<file path="src/rtl/mips_pkg.sv">
// Shared MIPS encoding constants, request kinds and loader FSM states.
// The control decoder uses the same opcode/funct values.
package mips_pkg;

   localparam int unsigned OP_W = 6;

   localparam logic [OP_W-1:0] OP_RTYPE = 6'b000000;
   localparam logic [OP_W-1:0] OP_LW    = 6'b100011;
   localparam logic [OP_W-1:0] OP_SW    = 6'b101011;
   localparam logic [OP_W-1:0] OP_BEQ   = 6'b000100;
   localparam logic [OP_W-1:0] OP_ADDI  = 6'b001000;
   localparam logic [OP_W-1:0] OP_J     = 6'b000010;

   localparam logic [OP_W-1:0] F_ADD = 6'b100000;
   localparam logic [OP_W-1:0] F_SUB = 6'b100010;
   localparam logic [OP_W-1:0] F_AND = 6'b100100;
   localparam logic [OP_W-1:0] F_OR  = 6'b100101;
   localparam logic [OP_W-1:0] F_SLT = 6'b101010;

   typedef enum logic [3:0] {
      K_ADD  = 4'd0,
      K_SUB  = 4'd1,
      K_AND  = 4'd2,
      K_OR   = 4'd3,
      K_SLT  = 4'd4,
      K_LW   = 4'd5,
      K_SW   = 4'd6,
      K_BEQ  = 4'd7,
      K_ADDI = 4'd8,
      K_J    = 4'd9
   } kind_e;

   typedef enum logic [1:0] {
      S_IDLE = 2'd0,
      S_LOAD = 2'd1,
      S_DONE = 2'd2
   } state_e;

   typedef struct packed {
      kind_e       kind;
      logic [4:0]  rs;
      logic [4:0]  rt;
      logic [4:0]  rd;
      logic [15:0] imm;
      logic [25:0] target;
   } instr_req_t;

endpackage

</file>
<file path="src/rtl/instr_encode_loader_if.sv">
// Request handshake and imem write port of the program loader.
interface instr_encode_loader_if #(
   parameter int unsigned AW = 32
);
   logic          req_valid;
   logic          req_ready;
   logic [3:0]    req_kind;
   logic [4:0]    req_rs;
   logic [4:0]    req_rt;
   logic [4:0]    req_rd;
   logic [15:0]   req_imm;
   logic [25:0]   req_target;
   logic          imem_we;
   logic [AW-1:0] imem_addr;
   logic [31:0]   imem_wdata;

   modport master (
      output req_valid, req_kind, req_rs, req_rt, req_rd, req_imm, req_target,
      input  req_ready, imem_we, imem_addr, imem_wdata
   );

   modport slave (
      input  req_valid, req_kind, req_rs, req_rt, req_rd, req_imm, req_target,
      output req_ready, imem_we, imem_addr, imem_wdata
   );
endinterface

</file>
<file path="src/rtl/instr_encode.sv">
// Combinational encoder: symbolic request -> 32-bit MIPS word plus legality flag.
module instr_encode
   import mips_pkg::*;
(
   input  instr_req_t  req,
   output logic [31:0] word_c,
   output logic        legal_c
);

   always_comb begin
      word_c  = '0;
      legal_c = 1'b1;
      case (req.kind)
         K_ADD:   word_c = {OP_RTYPE, req.rs, req.rt, req.rd, 5'd0, F_ADD};
         K_SUB:   word_c = {OP_RTYPE, req.rs, req.rt, req.rd, 5'd0, F_SUB};
         K_AND:   word_c = {OP_RTYPE, req.rs, req.rt, req.rd, 5'd0, F_AND};
         K_OR:    word_c = {OP_RTYPE, req.rs, req.rt, req.rd, 5'd0, F_OR};
         K_SLT:   word_c = {OP_RTYPE, req.rs, req.rt, req.rd, 5'd0, F_SLT};
         K_LW:    word_c = {OP_LW,    req.rs, req.rt, req.imm};
         K_SW:    word_c = {OP_SW,    req.rs, req.rt, req.imm};
         K_BEQ:   word_c = {OP_BEQ,   req.rs, req.rt, req.imm};
         K_ADDI:  word_c = {OP_ADDI,  req.rs, req.rt, req.imm};
         K_J:     word_c = {OP_J,     req.target};
         default: legal_c = 1'b0;
      endcase
   end

endmodule

</file>
<file path="src/rtl/instr_encode_loader.sv">
// Program loader: accepts symbolic requests, encodes them and writes
// consecutive imem words with a one-cycle registered write stage.
module instr_encode_loader
   import mips_pkg::*;
#(
   parameter int unsigned DEPTH = 64,
   parameter int unsigned AW    = 32
) (
   input  logic                         clk,
   input  logic                         rst,
   input  logic                         start,
   input  logic [AW-1:0]                base_addr,
   input  logic                         finish,
   instr_encode_loader_if.slave         bus,
   output logic [$clog2(DEPTH+1)-1:0]   count,
   output logic                         busy,
   output logic                         done,
   output logic                         err_kind,
   output logic                         err_full
);

   localparam int unsigned CW = $clog2(DEPTH + 1);

   state_e        state, state_nx;
   logic          fin, fin_nx;
   logic [AW-1:0] waddr, waddr_nx;
   logic [AW-1:0] addr_nx;
   logic [31:0]   wdata_nx;
   logic [CW-1:0] count_nx;
   logic          we_nx, ready_nx, errk_nx, errf_nx;
   logic          full_c, accept_c;
   instr_req_t    req_c;
   logic [31:0]   word_c;
   logic          legal_c;

   always_comb begin
      req_c.kind   = kind_e'(bus.req_kind);
      req_c.rs     = bus.req_rs;
      req_c.rt     = bus.req_rt;
      req_c.rd     = bus.req_rd;
      req_c.imm    = bus.req_imm;
      req_c.target = bus.req_target;
   end

   instr_encode u_encode (
      .req     (req_c),
      .word_c  (word_c),
      .legal_c (legal_c)
   );

   // Words written plus the one in the write stage; reaching DEPTH blocks acceptance.
   assign full_c = ((CW+1)'(count) + (CW+1)'(bus.imem_we)) == (CW+1)'(DEPTH);

   always_comb begin
      state_nx = state;
      fin_nx   = fin;
      waddr_nx = waddr;
      addr_nx  = bus.imem_addr;
      wdata_nx = bus.imem_wdata;
      count_nx = count;
      we_nx    = 1'b0;
      errk_nx  = err_kind;
      errf_nx  = err_full;
      accept_c = 1'b0;

      if (bus.imem_we && (count != CW'(DEPTH)))
         count_nx = count + CW'(1);

      case (state)
         S_IDLE, S_DONE: begin
            if (start) begin
               state_nx = S_LOAD;
               fin_nx   = 1'b0;
               waddr_nx = base_addr & ~AW'(3);
               count_nx = '0;
               errk_nx  = 1'b0;
               errf_nx  = 1'b0;
            end
         end
         S_LOAD: begin
            accept_c = bus.req_valid && bus.req_ready;
            if (bus.req_valid && full_c)
               errf_nx = 1'b1;
            if (accept_c) begin
               if (legal_c) begin
                  we_nx    = 1'b1;
                  addr_nx  = waddr;
                  wdata_nx = word_c;
                  waddr_nx = waddr + AW'(4);
               end else begin
                  errk_nx = 1'b1;
               end
            end
            if (finish)
               fin_nx = 1'b1;
            // Leave only once the final accepted word is in the write stage or done.
            if ((finish || fin) && !we_nx) begin
               state_nx = S_DONE;
               fin_nx   = 1'b0;
            end
         end
         default: state_nx = S_IDLE;
      endcase

      ready_nx = (state_nx == S_LOAD) && !fin_nx &&
                 (((CW+1)'(count_nx) + (CW+1)'(we_nx)) != (CW+1)'(DEPTH));
   end

   always_ff @(posedge clk) begin
      if (rst) begin
         state          <= S_IDLE;
         fin            <= 1'b0;
         waddr          <= '0;
         bus.req_ready  <= 1'b0;
         bus.imem_we    <= 1'b0;
         bus.imem_addr  <= '0;
         bus.imem_wdata <= '0;
         count          <= '0;
         busy           <= 1'b0;
         done           <= 1'b0;
         err_kind       <= 1'b0;
         err_full       <= 1'b0;
      end else begin
         state          <= state_nx;
         fin            <= fin_nx;
         waddr          <= waddr_nx;
         bus.req_ready  <= ready_nx;
         bus.imem_we    <= we_nx;
         bus.imem_addr  <= addr_nx;
         bus.imem_wdata <= wdata_nx;
         count          <= count_nx;
         busy           <= (state_nx == S_LOAD);
         done           <= (state_nx == S_DONE);
         err_kind       <= errk_nx;
         err_full       <= errf_nx;
      end
   end

endmodule

</file>
<file path="src/flat_wrapper.sv">
// flat-port wrapper written by rule: the top's interface ports become plain ports
module instr_encode_loader_flat import mips_pkg::*;
#(
   parameter int unsigned DEPTH = 64,
   parameter int unsigned AW    = 32
)
  (clk, rst, start, base_addr, finish, count, busy, done, err_kind, err_full, bus_req_valid, bus_req_kind, bus_req_rs, bus_req_rt, bus_req_rd, bus_req_imm, bus_req_target, bus_req_ready, bus_imem_we, bus_imem_addr, bus_imem_wdata);
  instr_encode_loader_if #(.AW(AW)) bus_i ();
  input  logic clk;
  input  logic rst;
  input  logic start;
  input  logic [AW-1:0] base_addr;
  input  logic finish;
  output logic [$clog2(DEPTH+1)-1:0] count;
  output logic busy;
  output logic done;
  output logic err_kind;
  output logic err_full;
  input wire logic [$bits(bus_i.req_valid)-1:0] bus_req_valid;
  input wire logic [$bits(bus_i.req_kind)-1:0] bus_req_kind;
  input wire logic [$bits(bus_i.req_rs)-1:0] bus_req_rs;
  input wire logic [$bits(bus_i.req_rt)-1:0] bus_req_rt;
  input wire logic [$bits(bus_i.req_rd)-1:0] bus_req_rd;
  input wire logic [$bits(bus_i.req_imm)-1:0] bus_req_imm;
  input wire logic [$bits(bus_i.req_target)-1:0] bus_req_target;
  output wire logic [$bits(bus_i.req_ready)-1:0] bus_req_ready;
  output wire logic [$bits(bus_i.imem_we)-1:0] bus_imem_we;
  output wire logic [$bits(bus_i.imem_addr)-1:0] bus_imem_addr;
  output wire logic [$bits(bus_i.imem_wdata)-1:0] bus_imem_wdata;
  assign bus_i.req_valid = bus_req_valid;
  assign bus_i.req_kind = bus_req_kind;
  assign bus_i.req_rs = bus_req_rs;
  assign bus_i.req_rt = bus_req_rt;
  assign bus_i.req_rd = bus_req_rd;
  assign bus_i.req_imm = bus_req_imm;
  assign bus_i.req_target = bus_req_target;
  assign bus_req_ready = bus_i.req_ready;
  assign bus_imem_we = bus_i.imem_we;
  assign bus_imem_addr = bus_i.imem_addr;
  assign bus_imem_wdata = bus_i.imem_wdata;
  instr_encode_loader #(.DEPTH(DEPTH), .AW(AW)) u_core (.clk(clk), .rst(rst), .start(start), .base_addr(base_addr), .finish(finish), .bus(bus_i), .count(count), .busy(busy), .done(done), .err_kind(err_kind), .err_full(err_full));
endmodule
</file>
<file path="config.mk">
export PLATFORM = sky130hd
export DESIGN_NAME = instr_encode_loader_flat
export DESIGN_NICKNAME = d
export VERILOG_FILES = /design/src/rtl/mips_pkg.sv /design/src/rtl/instr_encode_loader_if.sv /design/src/rtl/instr_encode.sv /design/src/rtl/instr_encode_loader.sv /design/src/flat_wrapper.sv
export SDC_FILE = /design/constraint.sdc
export NUM_CORES = 1
export LEC_CHECK = 0
export ABC_AREA = 1
export CAP_MARGIN = 20
export CORE_ASPECT_RATIO = 1.4
export CORE_UTILIZATION = 61
export DETAILED_ROUTE_END_ITERATION = 7
export DONT_BUFFER_PORTS = 1
export PLACE_DENSITY = 0.77
export SETUP_SLACK_MARGIN = 0.15
export SLEW_MARGIN = 5
export SYNTH_ARGS = -nofsm -noshare
export SYNTH_HDL_FRONTEND = slang
export SYNTH_SLANG_ARGS = --single-unit
</file>
<file path="constraint.sdc">
create_clock -name clk -period 7.3 [get_ports clk]
set_input_delay 1.095 -clock clk [delete_from_list [all_inputs] [get_ports clk]]
set_output_delay 1.095 -clock clk [all_outputs]
set_load 0.005 [all_outputs]
</file>
==> results.json, run 1 <==
{
  "fmaxAchievable_mhz": 310,
  "cp.required_ns": 7.56,
  "syn_avg_cell_area_um2": 7.14,
  "h-tree-depth": 3,
  "fin_skew_ns": 0.00642,
  "endpoint_kind": "flop",
  "port_buffers": 0,
  "ys_types": 47,
  "ys_seq_elements": 106,
  "total_power_uw": 1240,
  "final_hold_viol_count": 0,
  "syn_to_final_growth_pct": 5.12,
  "grt_first_pass_wirelength_mm": 22.9,
  "ys_warn_count": 0,
  "overflow": 0,
  "worstSetupPathType": "in2reg",
  "rows": 40,
  "crit_path_start_kind": "input pin",
  "antenna_found_initial": 0,
  "antenna_left": 0,
  "cts-root-buf": "clkbuf_16",
  "rsz0062_at_grt": "false",
  "final_common_cell": "nand2_1",
  "min_period_ns": 3.23,
  "powerDensity_nw_per_um2": 218,
  "slew_headroom_pct": 50.3,
  "cp.arrival_ns": 3.48,
  "io_pins": 175,
  "total_leakage_power_uw": 0.00223,
  "design_area_um2": 5700,
  "fin_hold_ws_ns": 0.485,
  "peakVddDrop_mv": 0.156,
  "crit_fanout": 85,
  "hold_buffers": 0,
  "cts_resized": 0,
  "min-delay-start": "u_core.waddr[31]$_SDFFE_PP0P_",
  "cts_made_buffers": 9,
  "grt_pass1_vias": 4810,
  "postPlaceCellArea_um2": 5390,
  "cts_tree": "built",
  "post-route-util_pct": 66.2,
  "fin_crit_sh_pct": 44.2,
  "crit_start": "bus_req_kind[1]",
  "finalWirelength_mm": 15.0,
  "syn_area_um2": 5420,
  "drv_cap": 0,
  "drive_above_1_share_pct": 8.82,
  "finalSetupTns_ns": 0,
  "first_pass_iters": 5,
  "drv_slew": 0,
  "grt_max_degree": 86,
  "post_cts_buffers": 0,
  "die_w_um": 81.7,
  "core_um2": 8610,
  "fp.dieH_um": 114,
  "dieArea_um2": 9280,
  "cts.clk_slew.worst_paths_ns": 0.07,
  "drt-initial-drc-count": 395,
  "grt_use_total_pct": 32.5,
  "status": "finished, final reports clean",
  "viasPerCell": 6.22,
  "finalNetCount": 837,
  "max_slew.worst_pin.slew_ns": 0.745,
  "finalSetupViolations": 0,
  "clockBufferDepth": 2,
  "post-dp-hpwl_mm": 10.6,
  "wl_per_cell_um": 17.8,
  "drc": 0,
  "layout_common_cells": "nand2_1, dfxtp_1, nor2_1, o21ai_0, a21oi_1",
  "clkSinkCount": 106,
  "antennaDiodeCount": 0,
  "ys_seq_area_share_pct": 39.1,
  "reg2reg_from": "u_core.state[0]$_SDFF_PP0_",
  "initial_core_util_pct": 63.0,
  "holdCritPathClass": "reg2reg",
  "vias": 5235,
  "gp_congestion": 0.989,
  "syn-instance-count": 759,
  "fill_cells": 785,
  "clk-insertion-delay-late_ns": 0.35
}
-- critical path, cell delays in order --
cell     delay, ns
nor2_1        0.12
nor2_1        0.08
nor2_1        0.10
inv_1         0.09
nor2_4        0.08
buf_4         0.57
ha_1          0.39
ha_1          0.26
or2_2         0.27
nor2_1        0.10
nand3_1       0.07
nor2_1        0.09
nand2_1       0.06
nor2_1        0.08
nor2_1        0.04
-- registers in the layout, indices dropped and copies added (netlist names) --
register               count
u_core.bus.imem_addr      30
u_core.bus.imem_wdata     30
u_core.bus.imem_we         1
u_core.bus.req_ready       1
u_core.busy                1
u_core.count               7
u_core.done                1
u_core.err_full            1
u_core.err_kind            1
u_core.fin                 1
u_core.state               2
u_core.waddr              30
-- cell usage after synthesis, drive strengths merged --
| library cell | number | area share, % |
|---|---|---|
| nand3b | 1 | 0.14 |
| o21a | 1 | 0.14 |
| a32o | 1 | 0.18 |
| xor2 | 8 | 1.3 |
| a21oi | 83 | 7.7 |
| xnor2 | 2 | 0.46 |
| o22ai | 2 | 0.23 |
| nand4 | 14 | 1.7 |
| clkinv | 2 | 0.14 |
| o211ai | 6 | 0.92 |
| a41oi | 1 | 0.16 |
| o31ai | 3 | 0.42 |
| nor4 | 5 | 0.58 |
| nand3 | 39 | 4.1 |
| dfxtp | 106 | 39 |
| a31oi | 7 | 0.81 |
| inv | 62 | 4.3 |
| buf | 24 | 2.4 |
| a211oi | 6 | 0.83 |
| a32oi | 1 | 0.16 |
| o21ai | 94 | 8.7 |
| or2 | 4 | 0.46 |
| o21bai | 1 | 0.14 |
| a221oi | 15 | 2.4 |
| a22oi | 3 | 0.42 |
| nand2 | 116 | 8.6 |
| conb | 1 | 0.069 |
| ha | 7 | 1.6 |
| nor2 | 110 | 8.6 |
| nor3 | 12 | 1.4 |
| a311oi | 2 | 0.32 |
| clkbuf | 20 | 1.4 |
-- stage by stage --
| stage | std cells | worst slack (ns) |
|---|---|---|
| after floorplan | 761 | 4.15 |
| after global placement | 826 | 3.72 |
| after detailed placement | 826 | 3.68 |
| after CTS | 842 | 4.05 |
| after global routing | 842 | 3.76 |
| final | 842 | 4.07 |
-- cell type report --
cell class	count	area, um^2	share of cell area [%]
timing repair buffer	4	30.0	0.527
clock buffer	9	225	3.95
tap	105	131	2.30
sequential	106	2120	37.2
multi-input combinational	547	2870	50.3
clock inverter	7	85.1	1.49
inverter	64	240	4.21
-- power by group --
part / leakage [uW] / internal [uW] / total [uW] / switching (uW)
combinational: 0.00122 / 34.8 / 111 / 75.7
sequential: 0.000861 / 600 / 627 / 27.2
clock: 0.000150 / 272 / 507 / 235
-- metal layers --
| metal | wire, um | part of all wire (%) | global-route usage, % | vias to the layer above |
|---|---|---|---|---|
| li1 | - | - | - | 2531 |
| met1 | 5630 | 37 | 35.0 | 2463 |
| met2 | 7790 | 52 | 57.1 | 208 |
| met3 | 1080 | 7.2 | 8.16 | 33 |
| met4 | 525 | 3.5 | 17.1 | 0 |
| met5 | 0 | 0 | 0 | - |
-- logic make-up after synthesis --
kind of cell	Yosys count	synth area share, %
adder cells (fa/ha/maj)	7	1.62
other	1	0.0692
AND/OR/NAND/NOR	301	25.6
buffers and inverters	108	8.24
flip-flops	106	39.1
AO/OA/AOI/OAI	226	23.6
XOR/XNOR	10	1.75
-- final timing paths --
check,end,slack (ns),depth (start not counted)
hold reg to reg,u_core.waddr[31]$_SDFFE_PP0P_,0.49,2
setup reg to reg,u_core.bus.req_ready$_SDFF_PP0_,4.27,14
hold / removal,u_core.waddr[31]$_SDFFE_PP0P_,0.49,2
setup / recovery,u_core.bus.req_ready$_SDFF_PP0_,4.07,15
No activity file was read; power rests on OpenSTA's default activity.
==> run 2: changes to the inputs <==
- clock period: 7.3 -> 3.2 ns (I/O delays scaled with it)
==> run 2 against run 1 <==
Register-to-register slack worse by 3.8 ns. Flip-flop and latch count stayed put. Critical path depth rose by 3. Die area is the same.
==> results.json, run 2 (same netlist as run 1, synthesis figures left out) <==
{
  "status": "finished, final reports clean",
  "crit-reg2reg-capture": "u_core.bus.req_ready$_SDFF_PP0_",
  "path_cells": "inv_1 > ha_1 > inv_1 > nor2_2 > nand2_2 > nand2_4 > inv_2 > nor2_1 > nor3_1 > ha_1 > ha_1 > or2_2 > nor2_1 > nand3_1 > nor2_1 > nand2_1 > nor2_1 > nor2_1",
  "drive_above_1_share_pct": 9.08,
  "crit_path_start_kind": "flop",
  "max_slew.worst_pin.slew_ns": 0.727,
  "initial_core_util_pct": 63.0,
  "final_hold_viol_count": 0,
  "syn_to_final_growth_pct": 5.45,
  "h-tree-depth": 3,
  "crit_top_cell": "nor2_1",
  "met2_usage_pct": 55.3,
  "overflow": 0,
  "layout_common_cells": "nand2_1, dfxtp_1, nor2_1, o21ai_0, a21oi_1",
  "cts.clk_slew.worst_paths_ns": 0.08,
  "wl_per_cell_um": 18.3,
  "cp.arrival_ns": 3.02,
  "fin_skew_ns": 0.0100,
  "finalNetCount": 838,
  "power.internal_uw": 2010,
  "crit_family": "simple AND/OR/NAND/NOR gates",
  "r2r_setup_slack_ns": 0.43,
  "vias": 5254,
  "finalSetupViolations": 0,
  "powerDensity_nw_per_um2": 492,
  "cp.required_ns": 3.45,
  "fin_crit_sh_pct": 86.7,
  "port_buffers": 0,
  "rows": 40,
  "endpoint_kind": "flop",
  "antenna_left": 0,
  "gp_congestion": 1.00,
  "peakVddDrop_mv": 0.421,
  "final_common_cell": "nand2_1",
  "grt_pass1_vias": 4910,
  "holdPathEnd": "u_core.waddr[22]$_SDFFE_PP0P_",
  "viasPerCell": 6.23,
  "finalWirelength_mm": 15.4,
  "cpMaxStageDelayCell": "dfxtp_1",
  "drt-initial-drc-count": 441,
  "worstSetupPathType": "reg2reg",
  "rr_worst_depth": 18,
  "hold_buffers": 0,
  "cts_tree": "built",
  "min_period_ns": 2.77,
  "top_regs": "u_core.bus.imem_addr (30), u_core.bus.imem_wdata (30), u_core.waddr (30)",
  "drv_cap": 0,
  "clkSinkCount": 106,
  "grt_first_pass_wirelength_mm": 23.4,
  "grt-busiest-layer": "met2",
  "comb_power_share_pct": 9.2,
  "crit_fanout": 8,
  "max_stage_delay_ns": 0.45,
  "power_frac_clock_pct": 39.9,
  "cts-root-buf": "clkbuf_16",
  "netSwitchingPower_uw": 803,
  "total_leakage_power_uw": 0.00224,
  "met3_usage_pct": 9.52,
  "grt_use_total_pct": 33.2,
  "drc": 0,
  "fp.dieH_um": 114,
  "path_depth": 18,
  "grt_use_met1_pct": 35.4,
  "clk-insertion-delay-late_ns": 0.35,
  "cts_made_buffers": 9,
  "die_w_um": 81.7,
  "first_pass_iters": 5,
  "antenna_found_initial": 1,
  "whs_path_depth": 1,
  "reg2reg_from": "u_core.count[1]$_SDFF_PP0_",
  "drv_slew": 0,
  "grt_max_degree": 85,
  "finalSetupTns_ns": 0,
  "slew_headroom_pct": 51.2,
  "crit_buf_inv": 3,
  "fill_cells": 810,
  "rsz0062_at_grt": "false",
  "fmaxAchievable_mhz": 360,
  "holdCritPathClass": "in2reg",
  "io_pins": 175,
  "fin_hold_ws_ns": 0.189,
  "dieArea_um2": 9280,
  "clockBufferDepth": 2,
  "min-delay-start": "rst",
  "power_frac_seq_pct": 51.0,
  "core_um2": 8610,
  "switching_share_pct": 28.6,
  "post-dp-hpwl_mm": 10.9
}
## run 2: repair_timing
action | CTS | global route
setup endpoints to repair | 0 | 1
resized for setup | 0 | 1
setup buffers | 0 | 0
## run 2: cell type report
cell class                 instances  area [um^2]  share of cell area (%)
multi-input combinational        547         2870                    50.1
sequential                       106         2120                    37.1
inverter                          64          240                    4.20
clock buffer                       9          225                    3.94
tap                              105          131                    2.30
clock inverter                     7         78.8                    1.38
timing repair buffer               5         50.0                   0.875
antenna                            1         2.50                  0.0438
## run 2: routing by layer
layer  wire length, um  up-vias
met5                 0        -
met4               926        0
met3              1190       60
met2              7630      217
met1              5700     2446
li1                  -     2531
## run 2: worst max path at each step
| stage | endpoint | slack (ns) | startpoint |
|---|---|---|---|
| finish | u_core.bus.req_ready$_SDFF_PP0_ | 0.43 | u_core.count[1]$_SDFF_PP0_ |
| global route | u_core.bus.req_ready$_SDFF_PP0_ | 0.26 | u_core.count[1]$_SDFF_PP0_ |
| CTS | u_core.bus.req_ready$_SDFF_PP0_ | 0.33 | u_core.count[0]$_SDFF_PP0_ |
| detailed placement | u_core.bus.req_ready$_SDFF_PP0_ | 0.34 | u_core.count[0]$_SDFF_PP0_ |
| global placement | u_core.bus.req_ready$_SDFF_PP0_ | 0.40 | u_core.count[0]$_SDFF_PP0_ |
| floorplan | u_core.bus.req_ready$_SDFF_PP0_ | 0.67 | bus_req_kind[1] |
## run 2: power by group through the flow
| stage | Sequential, uW | Combinational (uW) | Clock, uW |
|---|---|---|---|
| floorplan | 1440 | 212 | 0 |
| global placement | 1460 | 245 | 0 |
| detailed placement | 1460 | 254 | 0 |
| CTS | 1430 | 255 | 1130 |
| global route | 1440 | 290 | 1170 |
| finish | 1430 | 258 | 1120 |
## run 2: worst reg2reg max path, cell delays in order (launching register included)
cell and delay (ns):
dfxtp_1 0.45, inv_1 0.09, ha_1 0.18, inv_1 0.06
nor2_2 0.04, nand2_2 0.09, nand2_4 0.09, inv_2 0.12
nor2_1 0.06, nor3_1 0.16, ha_1 0.29, ha_1 0.26
or2_2 0.27, nor2_1 0.12, nand3_1 0.08, nor2_1 0.12
nand2_1 0.06, nor2_1 0.08, nor2_1 0.04
## run 2: stage by stage
stage          utilization [%]  cell area [um^2]  worst slack (ns)  std cells  power, uW
2_1_floorplan                -              5430             0.666        761       1650
3_5_place_dp              62.8              5410             0.338        827       1710
4_1_cts                   66.4              5710             0.327        843       2810
6_report                  66.4              5720             0.425        844       2810
5_1_grt                   66.4              5720             0.257        844       2900
3_3_place_gp              62.8              5410             0.396        827       1700
==> run 3: changes to the inputs <==
- ABC_CLOCK_PERIOD_IN_PS: default -> 3200
==> results of run 3 <==
The final DEF is identical to that of run 2; final timing and power are the same.
==> RTL change: new RTL, config.mk and constraints of run 2 <==
`DEPTH` is set to 64 in 2 places; all go to 256.
--- a/src/rtl/instr_encode_loader.sv
+++ b/src/rtl/instr_encode_loader.sv
@@ -5,3 +5,3 @@
 #(
-   parameter int unsigned DEPTH = 64,
+   parameter int unsigned DEPTH = 256,
    parameter int unsigned AW    = 32
--- a/src/flat_wrapper.sv
+++ b/src/flat_wrapper.sv
@@ -3,3 +3,3 @@
 #(
-   parameter int unsigned DEPTH = 64,
+   parameter int unsigned DEPTH = 256,
    parameter int unsigned AW    = 32
Ports: changed (resized count); port bits go from 175 to 177. No check against the original RTL was run, so the function may have changed too.
==> RTL change against run 2 <==
The flow now finishes with violations (DRC); setup slack better by 440 ps; final cell count up 4.7%; largest power group unchanged; power up 1.6%; sequential cell count up 2; final area up 4.4%; synthesized area up 5.8%; largest cell class unchanged; critical endpoint unchanged; routed wire length down 2.8%; count of clock-buffer cells in the layout up 2.
==> RTL change: results (changes against run 2) <==
ys async rst share: 0 (unchanged)
# DRC: 10 (+10)
top_reg_cell synth: dfxtp_1
sequential area share after synthesis: 0.377 (-0.0145)
vias in the first global route: 5,130 (+4.5%)
Root Buffer: clkbuf_16
CTS Buf Count: 9 (unchanged)
Post-CTS Setup Inserts: 0 (unchanged)
maximum VDD drop: 349 uV (-17%)
Slew HR: 0.561 (+0.0489)
clock latency on the worst-skew pair: 350 ps (about the same)
Max-Cap Viols: 0 (unchanged)
Worst Clk Skew: 6.73 ps (-3.31 ps)
Max FO, Critical Path: 7 (-1)
HP Class: primary input to flop
Synth area leaders: dfxtp_1 38%, nand2_1 8.6%, o21ai_0 7.7%, a21oi_1 7.5%, nor2_1 5.5%
Die Area: 9800 sq um (+5.7%)
Commonest cells post-synth: 131 x nand2_1, 108 x dfxtp_1, 88 x o21ai_0
H-tree Lvls: 3 (unchanged)
Yosys Warn Count: 0 (unchanged)
largest net degree at the start of global routing: 50 (-41%)
status: complete, but fails checks
DR pass1 iterations: 7 (+2)
Vias: 5,454 (+3.8%)
Critical Path End: u_core.bus.req_ready$_SDFF_PP0_
total wire length: 15,000 microns (-2.8%)
fillers: 812 (+0.25%)
CP arrival: 2580 ps (-440 ps)
DP Area: 5670 sq um (+4.7%)
I/O Buffers: 0 (unchanged)
initial antenna violation count: 0 (-1)
NumNets Final: 877 (+4.7%)
Antenna Cells: 0 (-1)
Clock transition at path regs: 70 ps
RD Place Congestion: 0.867 (-14%)
clk buf depth: 2 (unchanged)
Critical path origin: u_core.count[0]$_SDFF_PP0_
RR Startpoint: u_core.count[0]$_SDFF_PP0_
DR iter-0 viols: 403 (-8.6%)
share of layout cells above drive strength 1: 0.102 (+0.0109)
Worst R2R Path Depth: 15 (-3)
first-pass GRT wire length: 24,000 microns (+2.4%)
Reg2Reg Setup Slack: 860 ps (+440 ps)
cts repair resizes: 0 (unchanged)
GR Util All Layers: 0.307 (-0.0248)
failing checks: DRC
top flop regs: u_core.bus.imem_addr: 30 flops, u_core.bus.imem_wdata: 30 flops, u_core.waddr: 30 flops
DP Wirelength: 10,700 microns (-1.4%)
Netlist cell types: 47 (unchanged)
leakage power: 2.30 nW (+2.5%)
==> RTL change: worst min-delay path by stage <==
stage	startpoint	endpoint	slack, ps	depth (start not counted)
finish	rst	u_core.count[1]$_SDFF_PP0_	190	1
global route	rst	u_core.fin$_SDFF_PP0_	190	1
CTS	rst	u_core.count[7]$_SDFF_PP0_	190	1
detailed placement	u_core.waddr[31]$_SDFFE_PP0P_	u_core.waddr[31]$_SDFFE_PP0P_	470	2
global placement	u_core.waddr[31]$_SDFFE_PP0P_	u_core.waddr[31]$_SDFFE_PP0P_	460	2
floorplan	u_core.waddr[31]$_SDFFE_PP0P_	u_core.bus.imem_addr[31]$_SDFFE_PP0P_	460	2
==> RTL change: critical path, cell delays in order (launching register included) <==
cell     delay (ps)
dfxtp_1         460
inv_1           100
ha_1            210
nand2_1         110
nor2_4           50
nand2_4          80
nand2_4          80
inv_2           100
nor2_1           60
nor3_1          200
ha_1            240
ha_1            240
inv_1            50
nand2_1          50
a21oi_1         130
a21oi_1          80
==> RTL change: area by class of cell <==
type | instances | area share
clock buffers | 11 | 0.0407
clock inverters | 5 | 0.0103
inverters | 73 | 0.0463
multi-input cells | 577 | 0.514
flip-flops and latches | 108 | 0.362
well taps | 107 | 0.0224
repair buffers | 3 | 0.00377
==> RTL change: report_power, final <==
group	switching, mW	total [mW]	internal (mW)
registers	0.0565	1.45	1.39
clock network	0.513	1.14	0.630
logic	0.180	0.263	0.0829
==> RTL change: stage by stage <==
step	utilization	power, mW	setup WS, ps	hold WS, ps	cells
final	0.658	2.86	864	192	884
after global routing	0.658	2.95	600	186	884
after CTS	0.658	2.86	858	189	884
after floorplan	-	1.70	1160	457	802
after detailed placement	0.624	1.74	773	469	868
after global placement	0.624	1.73	831	461	868
==> RTL change: kinds of logic (layout without fill, tap and decap cells) <==
kind of cell | after synthesis | count (layout) | share of synthesized area
buf+inv | 117 | 92 | 0.0892
simple gates | 326 | 326 | 0.276
flops | 108 | 108 | 0.377
compound gates | 234 | 234 | 0.231
xor+xnor | 7 | 7 | 0.0107
fa+ha+maj | 7 | 7 | 0.0153
other cells | 1 | 3 | 0.000654
==> RTL change: per-layer routing <==
layer / global-route usage / up-vias / part of all wire
li1: - / 2655 / -
met1: 0.359 / 2532 / 0.40
met2: 0.550 / 244 / 0.51
met3: 0.0523 / 23 / 0.069
met4: 0.146 / 0 / 0.021
met5: 0 / - / 0
